File: src/rtl/lsu_pkg.sv
// lsu_pkg
// Shared definitions for the load/store unit.
// The package contains:
//   - the funct3 encodings for loads and stores,
//   - the FSM state enum,
//   - the access-size encoding,
//   - a helper that decides whether a funct3 is legal for a given direction.
package lsu_pkg;

   // Load funct3 encodings (RISC-V).
   localparam logic [2:0] LF3_LB  = 3'b000;
   localparam logic [2:0] LF3_LH  = 3'b001;
   localparam logic [2:0] LF3_LW  = 3'b010;
   localparam logic [2:0] LF3_LBU = 3'b100;
   localparam logic [2:0] LF3_LHU = 3'b101;

   // Store funct3 encodings (RISC-V).
   localparam logic [2:0] SF3_SB  = 3'b000;
   localparam logic [2:0] SF3_SH  = 3'b001;
   localparam logic [2:0] SF3_SW  = 3'b010;

   typedef enum logic [2:0] {
      IDLE,
      REQ0,
      WAIT0,
      REQ1,
      WAIT1,
      RESP
   } lsu_state_t;

   // Access size is carried in funct3[1:0].
   typedef enum logic [1:0] {
      SIZE_BYTE = 2'b00,
      SIZE_HALF = 2'b01,
      SIZE_WORD = 2'b10
   } lsu_size_t;

   // Loads accept the signed and unsigned variants.
   // Stores only accept the three plain sizes.
   function automatic logic f3_valid(input logic we, input logic [2:0] f3);
      if (we) begin
         return (f3 == SF3_SB) || (f3 == SF3_SH) || (f3 == SF3_SW);
      end
      return (f3 == LF3_LB) || (f3 == LF3_LH) || (f3 == LF3_LW) ||
             (f3 == LF3_LBU) || (f3 == LF3_LHU);
   endfunction

endpackage

File: src/rtl/lsu_align.sv
// lsu_align
// Purely combinational lane logic for the load/store unit.
// It turns a byte offset and a size into the following:
//   - byte enables for up to two word accesses,
//   - the lane-shifted store data,
//   - the split decision,
//   - the extended load result taken from the two captured read words.
// Ports:
//   off        byte offset within the word (addr[1:0])
//   f3         funct3 (size in [1:0], unsigned flag in [2])
//   wdata      right-justified store data
//   rdata0/1   read data of access 0 / access 1
//   split      access straddles a word boundary
//   be0/be1    byte enables for access 0 / access 1
//   wdata0/1   lane-aligned write data for access 0 / access 1
//   load_data  shifted and sign/zero-extended load value
module lsu_align
   import lsu_pkg::*;
(
   input  logic [1:0]  off,
   input  logic [2:0]  f3,
   input  logic [31:0] wdata,
   input  logic [31:0] rdata0,
   input  logic [31:0] rdata1,
   output logic        split,
   output logic [3:0]  be0,
   output logic [3:0]  be1,
   output logic [31:0] wdata0,
   output logic [31:0] wdata1,
   output logic [31:0] load_data
);

   logic [7:0]  size_mask;
   logic [7:0]  be_mask;
   logic [5:0]  bit_off;
   logic [63:0] wdata_shift;
   logic [31:0] rdata_word;

   assign bit_off = {1'b0, off, 3'b000};

   // Size mask before shifting.
   // The mask is 8 bits wide so that any bytes which spill into the next word
   // land in the upper nibble.
   always_comb begin
      size_mask = 8'h01;
      if (f3[1:0] == SIZE_HALF) begin
         size_mask = 8'h03;
      end else if (f3[1:0] == SIZE_WORD) begin
         size_mask = 8'h0F;
      end
   end

   assign be_mask = size_mask << off;
   assign be0     = be_mask[3:0];
   assign be1     = be_mask[7:4];
   assign split   = ((f3[1:0] == SIZE_WORD) && (off != 2'd0)) ||
                    ((f3[1:0] == SIZE_HALF) && (off == 2'd3));

   assign wdata_shift = {32'b0, wdata} << bit_off;
   assign wdata0      = wdata_shift[31:0];
   assign wdata1      = wdata_shift[63:32];

   // The two read words are concatenated so that a straddling access becomes
   // one contiguous value before the extension step.
   assign rdata_word = 32'({rdata1, rdata0} >> bit_off);

   // Sign- or zero-extend the load result according to funct3.
   always_comb begin
      load_data = rdata_word;
      case (f3)
         LF3_LB:  load_data = {{24{rdata_word[7]}}, rdata_word[7:0]};
         LF3_LH:  load_data = {{16{rdata_word[15]}}, rdata_word[15:0]};
         LF3_LBU: load_data = {24'b0, rdata_word[7:0]};
         LF3_LHU: load_data = {16'b0, rdata_word[15:0]};
         default: load_data = rdata_word;
      endcase
   end

endmodule

File: src/rtl/load_store_unit.sv
// load_store_unit
// MEM-stage initiator for a handshaked, word-wide data bus.
// Behaviour:
//   - Accepts one load or store at a time.
//   - Splits misaligned accesses into two word transactions.
//   - Returns extended load data, or a store acknowledge.
//   - Reports an error for an illegal funct3 or for a bus timeout.
// Ports:
//   clk, reset                    clock; asynchronous active-high reset
//   req_valid/req_ready           pipeline request handshake
//   req_we, req_f3                direction and funct3
//   req_addr, req_wdata           byte address and store data
//   resp_valid/rdata/err          one-cycle completion pulse with result
//   busy                          stall to the pipeline (not IDLE)
//   bus_req/we/addr/be/wdata      registered bus request
//   bus_gnt, bus_rvalid, bus_rdata  bus grant, completion and read data
module load_store_unit
   import lsu_pkg::*;
#(
   parameter int MAX_WAIT = 15
) (
   input  logic        clk,
   input  logic        reset,
   input  logic        req_valid,
   output logic        req_ready,
   input  logic        req_we,
   input  logic [2:0]  req_f3,
   input  logic [31:0] req_addr,
   input  logic [31:0] req_wdata,
   output logic        resp_valid,
   output logic [31:0] resp_rdata,
   output logic        resp_err,
   output logic        busy,
   output logic        bus_req,
   output logic        bus_we,
   output logic [31:0] bus_addr,
   output logic [3:0]  bus_be,
   output logic [31:0] bus_wdata,
   input  logic        bus_gnt,
   input  logic        bus_rvalid,
   input  logic [31:0] bus_rdata
);

   localparam int CNT_W = $clog2(MAX_WAIT + 1);

   lsu_state_t       state;
   lsu_state_t       next_state;
   logic             we_q;
   logic [2:0]       f3_q;
   logic [31:0]      addr_q;
   logic [31:0]      wdata_q;
   logic [31:0]      rdata0_q;
   logic [31:0]      rdata1_q;
   logic [CNT_W-1:0] wait_cnt;
   logic             timeout;
   logic             in_idle;
   logic             resp_err_d;

   logic [1:0]  al_off;
   logic [2:0]  al_f3;
   logic [31:0] al_wdata;
   logic [31:0] al_rdata0;
   logic [31:0] al_rdata1;
   logic        split;
   logic [3:0]  be0;
   logic [3:0]  be1;
   logic [31:0] wdata0;
   logic [31:0] wdata1;
   logic [31:0] load_data;
   logic [29:0] word1;

   assign in_idle   = (state == IDLE);
   assign req_ready = in_idle;
   assign busy      = !in_idle;

   // In IDLE the aligner looks at the live request.
   // This lets the first bus access be registered on the accepting edge.
   // In every other state it works from the captured copy.
   assign al_off    = in_idle ? req_addr[1:0] : addr_q[1:0];
   assign al_f3     = in_idle ? req_f3        : f3_q;
   assign al_wdata  = in_idle ? req_wdata     : wdata_q;

   // The word that arrives on the completing edge is fed straight in.
   // This makes the load result ready to register together with resp_valid.
   assign al_rdata0 = (state == WAIT0) ? bus_rdata : rdata0_q;
   assign al_rdata1 = (state == WAIT1) ? bus_rdata : rdata1_q;

   assign word1   = addr_q[31:2] + 30'd1;
   assign timeout = !bus_rvalid && (wait_cnt == CNT_W'(MAX_WAIT - 1));

   // Only the IDLE path (illegal funct3) and the timeout path reach RESP
   // without a bus_rvalid.
   assign resp_err_d = in_idle || !bus_rvalid;

   lsu_align u_align (
      .off       (al_off),
      .f3        (al_f3),
      .wdata     (al_wdata),
      .rdata0    (al_rdata0),
      .rdata1    (al_rdata1),
      .split     (split),
      .be0       (be0),
      .be1       (be1),
      .wdata0    (wdata0),
      .wdata1    (wdata1),
      .load_data (load_data)
   );

   // State register.
   always_ff @(posedge clk or posedge reset) begin
      if (reset) begin
         state <= IDLE;
      end else begin
         state <= next_state;
      end
   end

   // Next-state decode.
   // A timeout in WAIT0 goes straight to RESP, so a pending second access is
   // never issued.
   always_comb begin
      next_state = state;
      case (state)
         IDLE: begin
            if (req_valid) begin
               next_state = f3_valid(req_we, req_f3) ? REQ0 : RESP;
            end
         end
         REQ0: begin
            if (bus_gnt) begin
               next_state = WAIT0;
            end
         end
         WAIT0: begin
            if (bus_rvalid) begin
               next_state = split ? REQ1 : RESP;
            end else if (timeout) begin
               next_state = RESP;
            end
         end
         REQ1: begin
            if (bus_gnt) begin
               next_state = WAIT1;
            end
         end
         WAIT1: begin
            if (bus_rvalid || timeout) begin
               next_state = RESP;
            end
         end
         RESP: next_state = IDLE;
         default: next_state = IDLE;
      endcase
   end

   // Datapath registers.
   // This block holds the request capture, the registered bus signals, the
   // read-data latches, the wait counter and the registered response.
   // Bus signals are loaded on the edge that enters a REQ state, so they are
   // stable for the whole time that state is held.
   always_ff @(posedge clk or posedge reset) begin
      if (reset) begin
         we_q       <= 1'b0;
         f3_q       <= 3'b000;
         addr_q     <= 32'b0;
         wdata_q    <= 32'b0;
         rdata0_q   <= 32'b0;
         rdata1_q   <= 32'b0;
         wait_cnt   <= '0;
         bus_req    <= 1'b0;
         bus_we     <= 1'b0;
         bus_addr   <= 32'b0;
         bus_be     <= 4'b0;
         bus_wdata  <= 32'b0;
         resp_valid <= 1'b0;
         resp_rdata <= 32'b0;
         resp_err   <= 1'b0;
      end else begin
         resp_valid <= 1'b0;

         case (state)
            IDLE: begin
               if (req_valid) begin
                  we_q     <= req_we;
                  f3_q     <= req_f3;
                  addr_q   <= req_addr;
                  wdata_q  <= req_wdata;
                  rdata0_q <= 32'b0;
                  rdata1_q <= 32'b0;
                  if (next_state == REQ0) begin
                     bus_req   <= 1'b1;
                     bus_we    <= req_we;
                     bus_addr  <= {req_addr[31:2], 2'b00};
                     bus_be    <= be0;
                     bus_wdata <= wdata0;
                  end
               end
            end
            REQ0, REQ1: begin
               if (bus_gnt) begin
                  bus_req  <= 1'b0;
                  wait_cnt <= '0;
               end
            end
            WAIT0: begin
               if (bus_rvalid) begin
                  rdata0_q <= bus_rdata;
                  if (split) begin
                     bus_req   <= 1'b1;
                     bus_addr  <= {word1, 2'b00};
                     bus_be    <= be1;
                     bus_wdata <= wdata1;
                  end
               end else begin
                  wait_cnt <= wait_cnt + CNT_W'(1);
               end
            end
            WAIT1: begin
               if (bus_rvalid) begin
                  rdata1_q <= bus_rdata;
               end else begin
                  wait_cnt <= wait_cnt + CNT_W'(1);
               end
            end
            default: begin
            end
         endcase

         // Response registered on the edge that enters RESP.
         // It is held until the next completion.
         if ((next_state == RESP) && (state != RESP)) begin
            resp_valid <= 1'b1;
            resp_err   <= resp_err_d;
            resp_rdata <= (resp_err_d || we_q) ? 32'b0 : load_data;
         end
      end
   end

endmodule
File: config.mk
export PLATFORM = sky130hd
export DESIGN_NAME = load_store_unit
export DESIGN_NICKNAME = d
export VERILOG_FILES = /design/src/rtl/lsu_pkg.sv /design/src/rtl/lsu_align.sv /design/src/rtl/load_store_unit.sv
export SDC_FILE = /design/constraint.sdc
export NUM_CORES = 1
export LEC_CHECK = 0
export CAP_MARGIN = 20
export CELL_PAD_IN_SITES_DETAIL_PLACEMENT = 0
export CELL_PAD_IN_SITES_GLOBAL_PLACEMENT = 2
export CORE_UTILIZATION = 31
export CTS_CLUSTER_DIAMETER = 200
export CTS_CLUSTER_SIZE = 24
export DETAILED_ROUTE_END_ITERATION = 16
export GPL_ROUTABILITY_DRIVEN = 0
export PLACE_DENSITY_LB_ADDON = 0.1
export REMOVE_ABC_BUFFERS = 1
export SYNTH_ARGS = -nofsm -noshare
export SYNTH_HDL_FRONTEND = slang
export SYNTH_SLANG_ARGS = --single-unit
File: constraint.sdc
create_clock -name clk -period 7.08 [get_ports clk]
set_input_delay 0.708 -clock clk [delete_from_list [all_inputs] [get_ports clk]]
set_output_delay 0.708 -clock clk [all_outputs]
set_load 0.05 [all_outputs]
==> reports/results.ini, run 1 <==
[routing]
firstDrtPassIters = 5
drc = 0
dr_total_vias = 10600
ant_nets = 0
drtIter0Drc = 571
viasPerCell = 5.29
drt-wirelength-per-cell_um = 20.7
wl_um = 41300

[sta]
finalSetupViolations = 0
period_share_pct = 65.2
maxSlewViolCount = 0
slew_headroom_pct = 29.9
min_period_ns = 4.61
finalHoldViolCount = 0
worst_pin_slew_ns = 1.05
finClkSkew_ns = 0.0206
fmax_ghz = 0.217
grt_setup_unrepaired = no

[floorplan]
start_util_pct = 31.6
core_area_mm2 = 0.0409
fp.dieW_um = 206
rows = 74
die-area_mm2 = 0.0425
die_h_um = 206
ios = 211

[logic_synthesis]
async_reset_ff_share_pct = 100
syn_area_per_cell_um2 = 9.73
synth-simple-area-share_pct = 15.5
syn_area_mm2 = 0.0129
synth_compound_gate_area_share_pct = 15.5
yosys_warnings = 0
synth_most_common_cell = dfrtp_1
post_synth_inst_count = 1327
yosys.area_share.adder_pct = 0.581
yosysTopAreaCellShare_pct = 45.2
synth_commonest_cells = dfrtp_1 (233), nand2_1 (223), o21ai_0 (110), mux2i_1 (103), clkbuf_1 (81)
synthFlopType = dfrtp_1
ys_seq_elements = 233
ys_seq_area_share_pct = 45.2
synth.area.top_cells = dfrtp_1 (45%), mux2i_1 (8.0%), nand2_1 (6.5%), mux2_2 (5.9%), o21ai_0 (4.3%)
synth.mux.area_fraction_pct = 17.8
synth_top_family_by_area = multiplexers
synth_xor_xnor_area_share_pct = 1.63
synth_area_leader_cell = dfrtp_1
ys_types = 58
synth_edf_count = 0

[global_routing]
antenna_found_initial = 2
grt_pass1_wl_um = 64200
grt_start_max_net_pins = 87
grt-busiest-layer = met2
grtUsageMet3_pct = 2.52
grt_pass1_vias = 10600
grt_use_met2_pct = 32.0
grt-ovfl-total = 0
grtUsageMet1_pct = 27.8
gr-usage-all-layers_pct = 19.5

[setup_path]
crit_path_max_fanout = 38
crit_type = flip-flop to flip-flop
worstPathRequired_ns = 7.51
critPathLaunchType = flip-flop
arrival_ns = 5.05
end_kind = flip-flop

[final_layout]
layout.nets = 1573
area_delta_synth_final_pct = 22.4
stdcell_count = 1995
final_cell_area_mm2 = 0.0158
layout-drive-gt1-share_pct = 10.1

[cts]
cts_setup_buffers = 0
clk_pin_slew_ns = 0.10
cts_root_buffer = clkbuf_16
clockBufferDepth = 3
clk_latency_ns = 0.50
cts_resized = 0
hold_buffers = 0
tritoncts = built
clock-sinks = 233
h-tree-depth = 1
cts_made_buffers = 13

[place]
io_buffer_count = 208
placed_area_mm2 = 0.0155
placed_cells = 1978
dp_hpwl_um = 26700

[power_and_ir_drop]
power_density_mw_per_mm2 = 481
power.static_leakage_nw = 6.31
ir_drop_v = 0.000251

[run_status]
run_status = finished clean

[run]
drv_cap = 0

[hold_path]
hp-class = flip-flop to flip-flop

-- state kept, by name (all words and copies together) (netlist names) --
register / flops
addr_q: 32
bus_wdata: 32
rdata0_q: 32
resp_rdata: 32
wdata_q: 32
bus_addr: 30
rdata1_q: 24
bus_be: 4
wait_cnt: 4
f3_q: 3
state: 3
bus_req: 1
bus_we: 1
resp_err: 1
resp_valid: 1
we_q: 1
-- cells in the final DEF, fill, tap and decap left out, types with 18 or more instances in the layout --
cell,n
clkdlybuf4s50_1,207
a21oi_1,49
mux2i_1,102
mux2_2,68
mux4_2,22
dfrtp_1,232
nand3_1,44
nor4_1,19
nor2_1,57
nor2b_1,24
a211oi_1,24
xor2_1,18
buf_4,21
nand2_1,223
o21ai_0,109
-- where the power goes --
part	internal (W)	leakage (nW)	switching, W
combinational	0.00165	3.18	0.00279
sequential	0.00187	2.97	0.000473
clock	0.000338	0.166	0.000471
total	0.00386	6.31	0.00373
-- per-stage QoR --
| stage | setup TNS [ns] | hold slack (ns) | worst slack [ns] | util (%) | power (W) |
|---|---|---|---|---|---|
| 2_1_floorplan | -815.24 | 0.445 | -6.47 | - | 0.00541 |
| 3_3_place_gp | 0 | 0.453 | 2.27 | 37.8 | 0.00682 |
| 3_5_place_dp | 0 | 0.460 | 2.21 | 37.8 | 0.00686 |
| 4_1_cts | 0 | 0.485 | 2.20 | 38.6 | 0.00770 |
| 5_1_grt | 0 | 0.511 | 2.19 | 38.6 | 0.00815 |
| 6_report | 0 | 0.479 | 2.47 | 38.6 | 0.00760 |
-- worst max-delay path, stage by stage (launching register included) --
cell     delay (ns)
dfrtp_1        0.58
or3_2          0.59
inv_2          0.08
nand2_1        0.05
nand2_1        0.67
inv_1          0.22
ha_1           0.35
a32o_1         0.27
a311o_2        0.71
nor2_2         0.60
buf_6          0.25
a32o_1         0.18
-- worst paths after layout --
| check | from | end | slack (ns) | cells after the start |
|---|---|---|---|---|
| min | bus_addr[11] | bus_addr[11] | 0.48 | 2 |
| max | state[1] | resp_rdata[17] | 2.47 | 11 |
| min reg2reg | bus_addr[11] | bus_addr[11] | 0.48 | 2 |
| max reg2reg | state[1] | resp_rdata[17] | 2.47 | 11 |
| min in group asynchronous | reset | bus_addr[4] | 0.72 | 2 |
| max in group asynchronous | reset | bus_wdata[11] | 4.94 | 3 |
-- layout make-up --
| cell class | count | area [µm²] |
|---|---|---|
| Fill cell | 4190 | 25100 |
| Clock inverter | 1 | 8.76 |
| Antenna cell | 1 | 2.50 |
| Sequential cell | 233 | 5830 |
| Clock buffer | 14 | 329 |
| Inverter | 15 | 63.8 |
| Multi-Input combinational cell | 969 | 6660 |
| Timing Repair Buffer | 230 | 2250 |
| Tap cell | 532 | 666 |
-- cell families after synthesis --
group                    Yosys count
AO/OA/AOI/OAI                    306
XOR/XNOR                          24
adder cells (fa/ha/maj)            6
buffers and inverters            126
flip-flops                       233
multiplexers                     193
other                              1
AND/OR/NAND/NOR                  438
-- layer usage --
metal / wire [µm] / part of all wire [%] / vias up
li1: - / - / 5062
met1: 19700 / 48 / 5241
met2: 19400 / 47 / 213
met3: 1670 / 4.0 / 35
met4: 588 / 1.4 / 2
met5: 11 / 0.027 / -
No activity file was read; power rests on OpenSTA's default activity.
==> run 2: changes to the inputs <==
--- a/config.mk
+++ b/config.mk
@@ -8,7 +8,7 @@
 export CAP_MARGIN = 20
 export CELL_PAD_IN_SITES_DETAIL_PLACEMENT = 0
 export CELL_PAD_IN_SITES_GLOBAL_PLACEMENT = 2
-export CORE_UTILIZATION = 31
+export CORE_UTILIZATION = 34
 export CTS_CLUSTER_DIAMETER = 200
 export CTS_CLUSTER_SIZE = 24
 export DETAILED_ROUTE_END_ITERATION = 16
==> constraint.sdc (replaced) <==
create_clock -name clk -period 4.7 [get_ports clk]
set_input_delay 0.47 -clock clk [delete_from_list [all_inputs] [get_ports clk]]
set_output_delay 0.47 -clock clk [all_outputs]
set_load 0.05 [all_outputs]
==> reports/results.ini, run 2 (synthesized netlist as in run 1, its figures left out) <==
[place]
io_buffer_count = 208  ; unchanged
placed_cells = 1967  ; was 1,978
dp_hpwl_um = 26100  ; was 26,700 µm
placed_area_mm2 = 0.0156  ; was 0.0155 mm²

[cts]
clk_latency_ns = 0.49  ; was 0.50 ns
clk_pin_slew_ns = 0.10  ; about the same
clockBufferDepth = 3  ; unchanged
cts_setup_buffers = 0  ; unchanged
h-tree-depth = 1  ; unchanged
cts_resized = 0  ; unchanged
tritoncts = built  ; unchanged
hold_buffers = 0  ; unchanged
clock-sinks = 233  ; unchanged
cts_made_buffers = 13  ; unchanged
cts_root_buffer = clkbuf_16  ; unchanged

[sta]
maxSlewViolCount = 0  ; unchanged
finClkSkew_ns = 0.0145  ; was 0.0206 ns
slew_headroom_pct = 32.7  ; was 29.9%
worst_pin_slew_ns = 1.01  ; was 1.05 ns
finalSetupViolations = 0  ; unchanged
period_share_pct = 78.1  ; was 65.2%
finalHoldViolCount = 0  ; unchanged
min_period_ns = 3.67  ; was 4.61 ns
grt_setup_unrepaired = no  ; unchanged
finalSetupTns_ns = 0  ; unchanged
fmax_ghz = 0.272  ; was 0.217 GHz

[final_layout]
final_cell_area_mm2 = 0.0159  ; was 0.0158 mm²
stdcell_count = 1982  ; was 1,995
final_cell_mix = dfrtp_1 (232), nand2_1 (223), clkdlybuf4s50_1 (207), o21ai_0 (109), mux2i_1 (102)  ; unchanged
layout.nets = 1582  ; was 1,573
n_antenna_cell = 0  ; was 1
mostFrequentLayoutCell = dfrtp_1  ; unchanged
layout-drive-gt1-share_pct = 10.6  ; was 10.1%
area_delta_synth_final_pct = 23.2  ; was 22.4%

[global_routing]
antenna_found_initial = 1  ; was 2
grt_pass1_vias = 10600  ; about the same
grt-ovfl-total = 0  ; unchanged
grt_start_max_net_pins = 111  ; was 87
grt_pass1_wl_um = 63600  ; was 64,200 µm
gr-usage-all-layers_pct = 21.0  ; was 19.5%

[floorplan]
die-area_mm2 = 0.0388  ; was 0.0425 mm²
core_area_mm2 = 0.0375  ; was 0.0409 mm²
ios = 211  ; unchanged
fp.dieW_um = 197  ; was 206 µm
start_util_pct = 34.4  ; was 31.6%
rows = 71  ; was 74
die_h_um = 197  ; was 206 µm

[hold_path]
holdCritStartpoint = bus_addr[10]  ; was bus_addr[11]
min_to = bus_addr[10]  ; was bus_addr[11]
hp-class = flip-flop to flip-flop  ; unchanged
worstHoldPathCells = 2  ; unchanged

[routing]
ant_nets = 0  ; unchanged
firstDrtPassIters = 5  ; unchanged
dr_total_vias = 10600  ; about the same
drt-wirelength-per-cell_um = 20.4  ; was 20.7 µm
drc = 0  ; unchanged
viasPerCell = 5.33  ; was 5.29
drtIter0Drc = 595  ; was 571
wl_um = 40400  ; was 41,300 µm

[setup_path]
crit_start = state[1]  ; unchanged
critPathLaunchType = flip-flop  ; unchanged
reg2reg_slack_ns = 1.03  ; was 2.47 ns
ff2ff_path_depth = 9  ; was 11
crit_type = flip-flop to flip-flop  ; unchanged
crit_path_max_fanout = 86  ; was 38
arrival_ns = 4.00  ; was 5.05 ns
worstPathRequired_ns = 5.03  ; was 7.51 ns
end_kind = flip-flop  ; unchanged
rr_startpoint = state[1]  ; unchanged
regToRegEndpoint = bus_addr[14]  ; was resp_rdata[17]

[power_and_ir_drop]
power_density_mw_per_mm2 = 725  ; was 481 mW/mm²
ir_drop_v = 0.000290  ; was 0.000251 V
power.static_leakage_nw = 6.37  ; was 6.31 nW

[run_status]
run_status = finished clean  ; unchanged

[run]
drv_cap = 0  ; unchanged

==> run 2: changes by cell type in the layout (fill, tap and decap cells not counted) <==
cell     delta
diode_2     -1
buf_4       +4
buf_8       +1
buf_12      +4
==> run 2: final cells by class <==
cell class	instances	area, µm²
fill	3729	21600
multi-input combinational	969	6660
clock inverter	1	8.76
timing repair buffer	239	2370
inverter	15	63.8
clock buffer	14	329
sequential	233	5830
tap	511	639
==> run 2: report_power, final <==
part           switching [W]  total (W)  internal, W
logic                0.00429    0.00684      0.00256
clock network       0.000714    0.00122     0.000509
registers           0.000639    0.00346      0.00282
total                0.00564     0.0115      0.00589
==> run 2: how the worst max path moves through the flow <==
stage,endpoint,slack [ns],cells after the start
6_report,bus_addr[14],1.03,9
5_1_grt,bus_addr[14],0.68,9
4_1_cts,req_ready,1.00,4
3_5_place_dp,resp_rdata[6],1.01,8
3_3_place_gp,resp_rdata[19],0.80,10
2_1_floorplan,rdata0_q[23],-8.84,3
==> run 2: stage by stage <==
step / setup WS, ns / total power [W] / util [%] / hold slack [ns]
after global placement: 0.795 / 0.0103 / 41.5 / 0.453
after CTS: 1.00 / 0.0117 / 42.4 / 0.483
final: 1.03 / 0.0115 / 42.4 / 0.476
after global routing: 0.678 / 0.0124 / 42.4 / 0.506
after floorplan: -8.84 / 0.00815 / - / 0.445
after detailed placement: 1.01 / 0.0104 / 41.5 / 0.460
==> run 2: per-layer routing <==
metal  share of wire [%]  routed length, µm  GRT usage, %  vias up
met2                  47              18800          34.0      262
met1                  48              19300          30.2     5192
met5                   0                  0             0        -
met3                 4.0               1600          2.48       36
li1                    -                  -             -     5069
met4                 1.8                715          4.19        0
==> run 2: critical path, stage by stage (launching register included) <==
cell and delay [ns]:
dfrtp_1 0.58, or3_2 0.55, inv_2 0.31, nand2_1 0.10, nand2_1 0.11, inv_1 0.08, ha_1 0.28, a32oi_1 0.38
o21a_4 0.80, o21ai_0 0.24
==> run 3: changes to the inputs <==
==> constraint.sdc (replaced) <==
create_clock -name clk -period 3.5 [get_ports clk]
set_input_delay 0.35 -clock clk [delete_from_list [all_inputs] [get_ports clk]]
set_output_delay 0.35 -clock clk [all_outputs]
set_load 0.05 [all_outputs]
==> reports/results.ini, run 3 (synthesized netlist as in run 1, its figures left out) <==
[sta]
period_share_pct = 95.5  ; was 78.1%
fmax_ghz = 0.299  ; was 0.272 GHz
slew_headroom_pct = 40.7  ; was 32.7%
finClkSkew_ns = 0.0160  ; was 0.0145 ns
min_period_ns = 3.34  ; was 3.67 ns
finalHoldViolCount = 0  ; unchanged
finalSetupTns_ns = 0  ; unchanged
worst_pin_slew_ns = 0.889  ; was 1.01 ns
grt_setup_unrepaired = no  ; unchanged
maxSlewViolCount = 0  ; unchanged
finalSetupViolations = 0  ; unchanged
hold_ws_ns = 0.253  ; was 0.476 ns

[routing]
wl_met2_um = 18800  ; about the same
top_layer_used = met5  ; was met4
dr_total_vias = 10600  ; about the same
ant_nets = 0  ; unchanged
drtIter0Drc = 492  ; was 595
wl_met1_um = 19000  ; was 19,300 µm
viasPerCell = 5.31  ; was 5.33
route.met3.wl_um = 1700  ; was 1600 µm
firstDrtPassIters = 5  ; unchanged
drt-wirelength-per-cell_um = 20.0  ; was 20.4 µm
drc = 0  ; unchanged
wl_um = 40000  ; was 40,400 µm

[place]
dp_hpwl_um = 26900  ; was 26,100 µm
io_buffer_count = 208  ; unchanged

[final_layout]
n_antenna_cell = 0  ; unchanged
nFillCells = 3743  ; was 3,729
mostFrequentLayoutCell = dfrtp_1  ; unchanged
layout.nets = 1601  ; was 1,582
multiInputGateArea_mm2 = 0.00666  ; unchanged
final_cell_mix = dfrtp_1 (232), nand2_1 (223), clkdlybuf4s50_1 (206), o21ai_0 (109), mux2i_1 (102)  ; was dfrtp_1 (232), nand2_1 (223), clkdlybuf4s50_1 (207), o21ai_0 (109), mux2i_1 (102)
area_delta_synth_final_pct = 24.6  ; was 23.2%
layout-drive-gt1-share_pct = 11.8  ; was 10.6%
ff_latch_area_mm2 = 0.00583  ; unchanged

[setup_path]
reg2reg_slack_ns = 0.16  ; was 1.03 ns
critPathMaxStageDelay_ns = 0.74  ; was 0.80 ns
path_buf_inv = 1  ; was 2
crit_slowest_cell = o21ai_2  ; was o21a_4
ff2ff_path_depth = 7  ; was 9
arrival_ns = 3.76  ; was 4.00 ns
regToRegEndpoint = resp_rdata[25]  ; was bus_addr[14]
crit_family = compound AO/OA/AOI/OAI gates  ; unchanged
cp_common_cell = mux2i_1  ; was nand2_1
crit_type = flip-flop to flip-flop  ; unchanged
crit_path_max_fanout = 28  ; was 86
crit_chain = or3_2 > buf_4 > mux2_2 > mux2i_1 > mux2i_1 > o21ai_2 > a32o_1  ; was or3_2 > inv_2 > nand2_1 > nand2_1 > inv_1 > ha_1 > a32oi_1 > o21a_4 > o21ai_0
end_kind = flip-flop  ; unchanged
rr_startpoint = state[0]  ; was state[1]
worstPathRequired_ns = 3.92  ; was 5.03 ns
critPathLaunchType = flip-flop  ; unchanged

[run_status]
run_status = finished clean  ; unchanged

[floorplan]
start_util_pct = 34.4  ; unchanged
die_h_um = 197  ; unchanged
die-area_mm2 = 0.0388  ; unchanged
core_area_mm2 = 0.0375  ; unchanged
fp.dieW_um = 197  ; unchanged
rows = 71  ; unchanged
ios = 211  ; unchanged

[global_routing]
grt_pass1_vias = 10700  ; was 10,600
gr-usage-all-layers_pct = 20.8  ; was 21.0%
grt_start_max_net_pins = 98  ; was 111
grt-ovfl-total = 0  ; unchanged
antenna_found_initial = 1  ; unchanged
grt_pass1_wl_um = 63600  ; about the same

[cts]
clock-sinks = 233  ; unchanged
clockBufferDepth = 3  ; unchanged
tritoncts = built  ; unchanged
cts_made_buffers = 13  ; unchanged
h-tree-depth = 1  ; unchanged
cts_root_buffer = clkbuf_16  ; unchanged
clk_pin_slew_ns = 0.10  ; about the same
cts_resized = 0  ; unchanged
clk_latency_ns = 0.49  ; about the same
hold_buffers = 0  ; unchanged
cts_setup_buffers = 0  ; unchanged

[hold_path]
hp-class = input pin to flip-flop  ; was flip-flop to flip-flop
holdCritStartpoint = req_addr[0]  ; was bus_addr[10]
worstHoldPathCells = 2  ; unchanged
min_to = addr_q[0]  ; was bus_addr[10]

[power_and_ir_drop]
power_density_mw_per_mm2 = 969  ; was 725 mW/mm²
power.static_leakage_nw = 6.48  ; was 6.37 nW
ir_drop_v = 0.000366  ; was 0.000290 V
totalPowerFinal_w = 0.0156  ; was 0.0115 W

[run]
drv_cap = 0  ; unchanged

==> run 3: cell types whose count changed in the layout (fill, tap and decap cells not counted) <==
cell,delta
buf_4,+18
buf_12,+2
buf_16,+1
buf_8,-1
clkdlybuf4s50_1,-1
==> run 3: where the power goes <==
group	switching, W	leakage [nW]	internal (W)
combinational	0.00580	3.35	0.00356
clock	0.000950	0.166	0.000684
sequential	0.000800	2.97	0.00379
==> run 3: per-stage QoR <==
| stage | util [%] | setup slack (ns) | cells | area [µm²] |
|---|---|---|---|---|
| floorplan | - | -10.04 | 1217 | 12500 |
| global placement | 41.9 | 0.0350 | 1984 | 15700 |
| detailed placement | 42.0 | 0.214 | 1986 | 15700 |
| CTS | 42.9 | 0.182 | 2001 | 16100 |
| global route | 42.9 | 0.000349 | 2001 | 16100 |
| finish | 42.9 | 0.156 | 2001 | 16100 |
==> run 3: layout make-up <==
class | instances | share of cell area (%)
multi-input combinational | 969 | 41.4
sequential | 233 | 36.3
timing repair buffer | 258 | 15.8
tap | 511 | 3.98
clock buffer | 14 | 2.05
inverter | 15 | 0.397
clock inverter | 1 | 0.0545
==> run 3: worst reg2reg max path: stages (launching register included) <==
cell	delay, ns
dfrtp_1	0.39
or3_2	0.60
buf_4	0.31
mux2_2	0.56
mux2i_1	0.26
mux2i_1	0.12
o21ai_2	0.75
a32o_1	0.29
==> run 3: worst max-delay path by stage <==
stage	from	to	slack, ns	cells past startpoint
5_1_grt	state[0]	resp_rdata[25]	0.0003	7
3_3_place_gp	state[0]	resp_rdata[24]	0.03	10
4_1_cts	state[0]	resp_rdata[24]	0.18	7
2_1_floorplan	state[0]	rdata0_q[23]	-10.04	3
3_5_place_dp	state[0]	resp_rdata[25]	0.21	7
6_report	state[0]	resp_rdata[25]	0.16	7
==> run 3: metal layers <==
layer	global-route usage (%)	up-vias
met4	3.13	2
met3	2.67	29
met5	0	-
met1	29.5	5242
li1	-	5107
met2	34.6	236
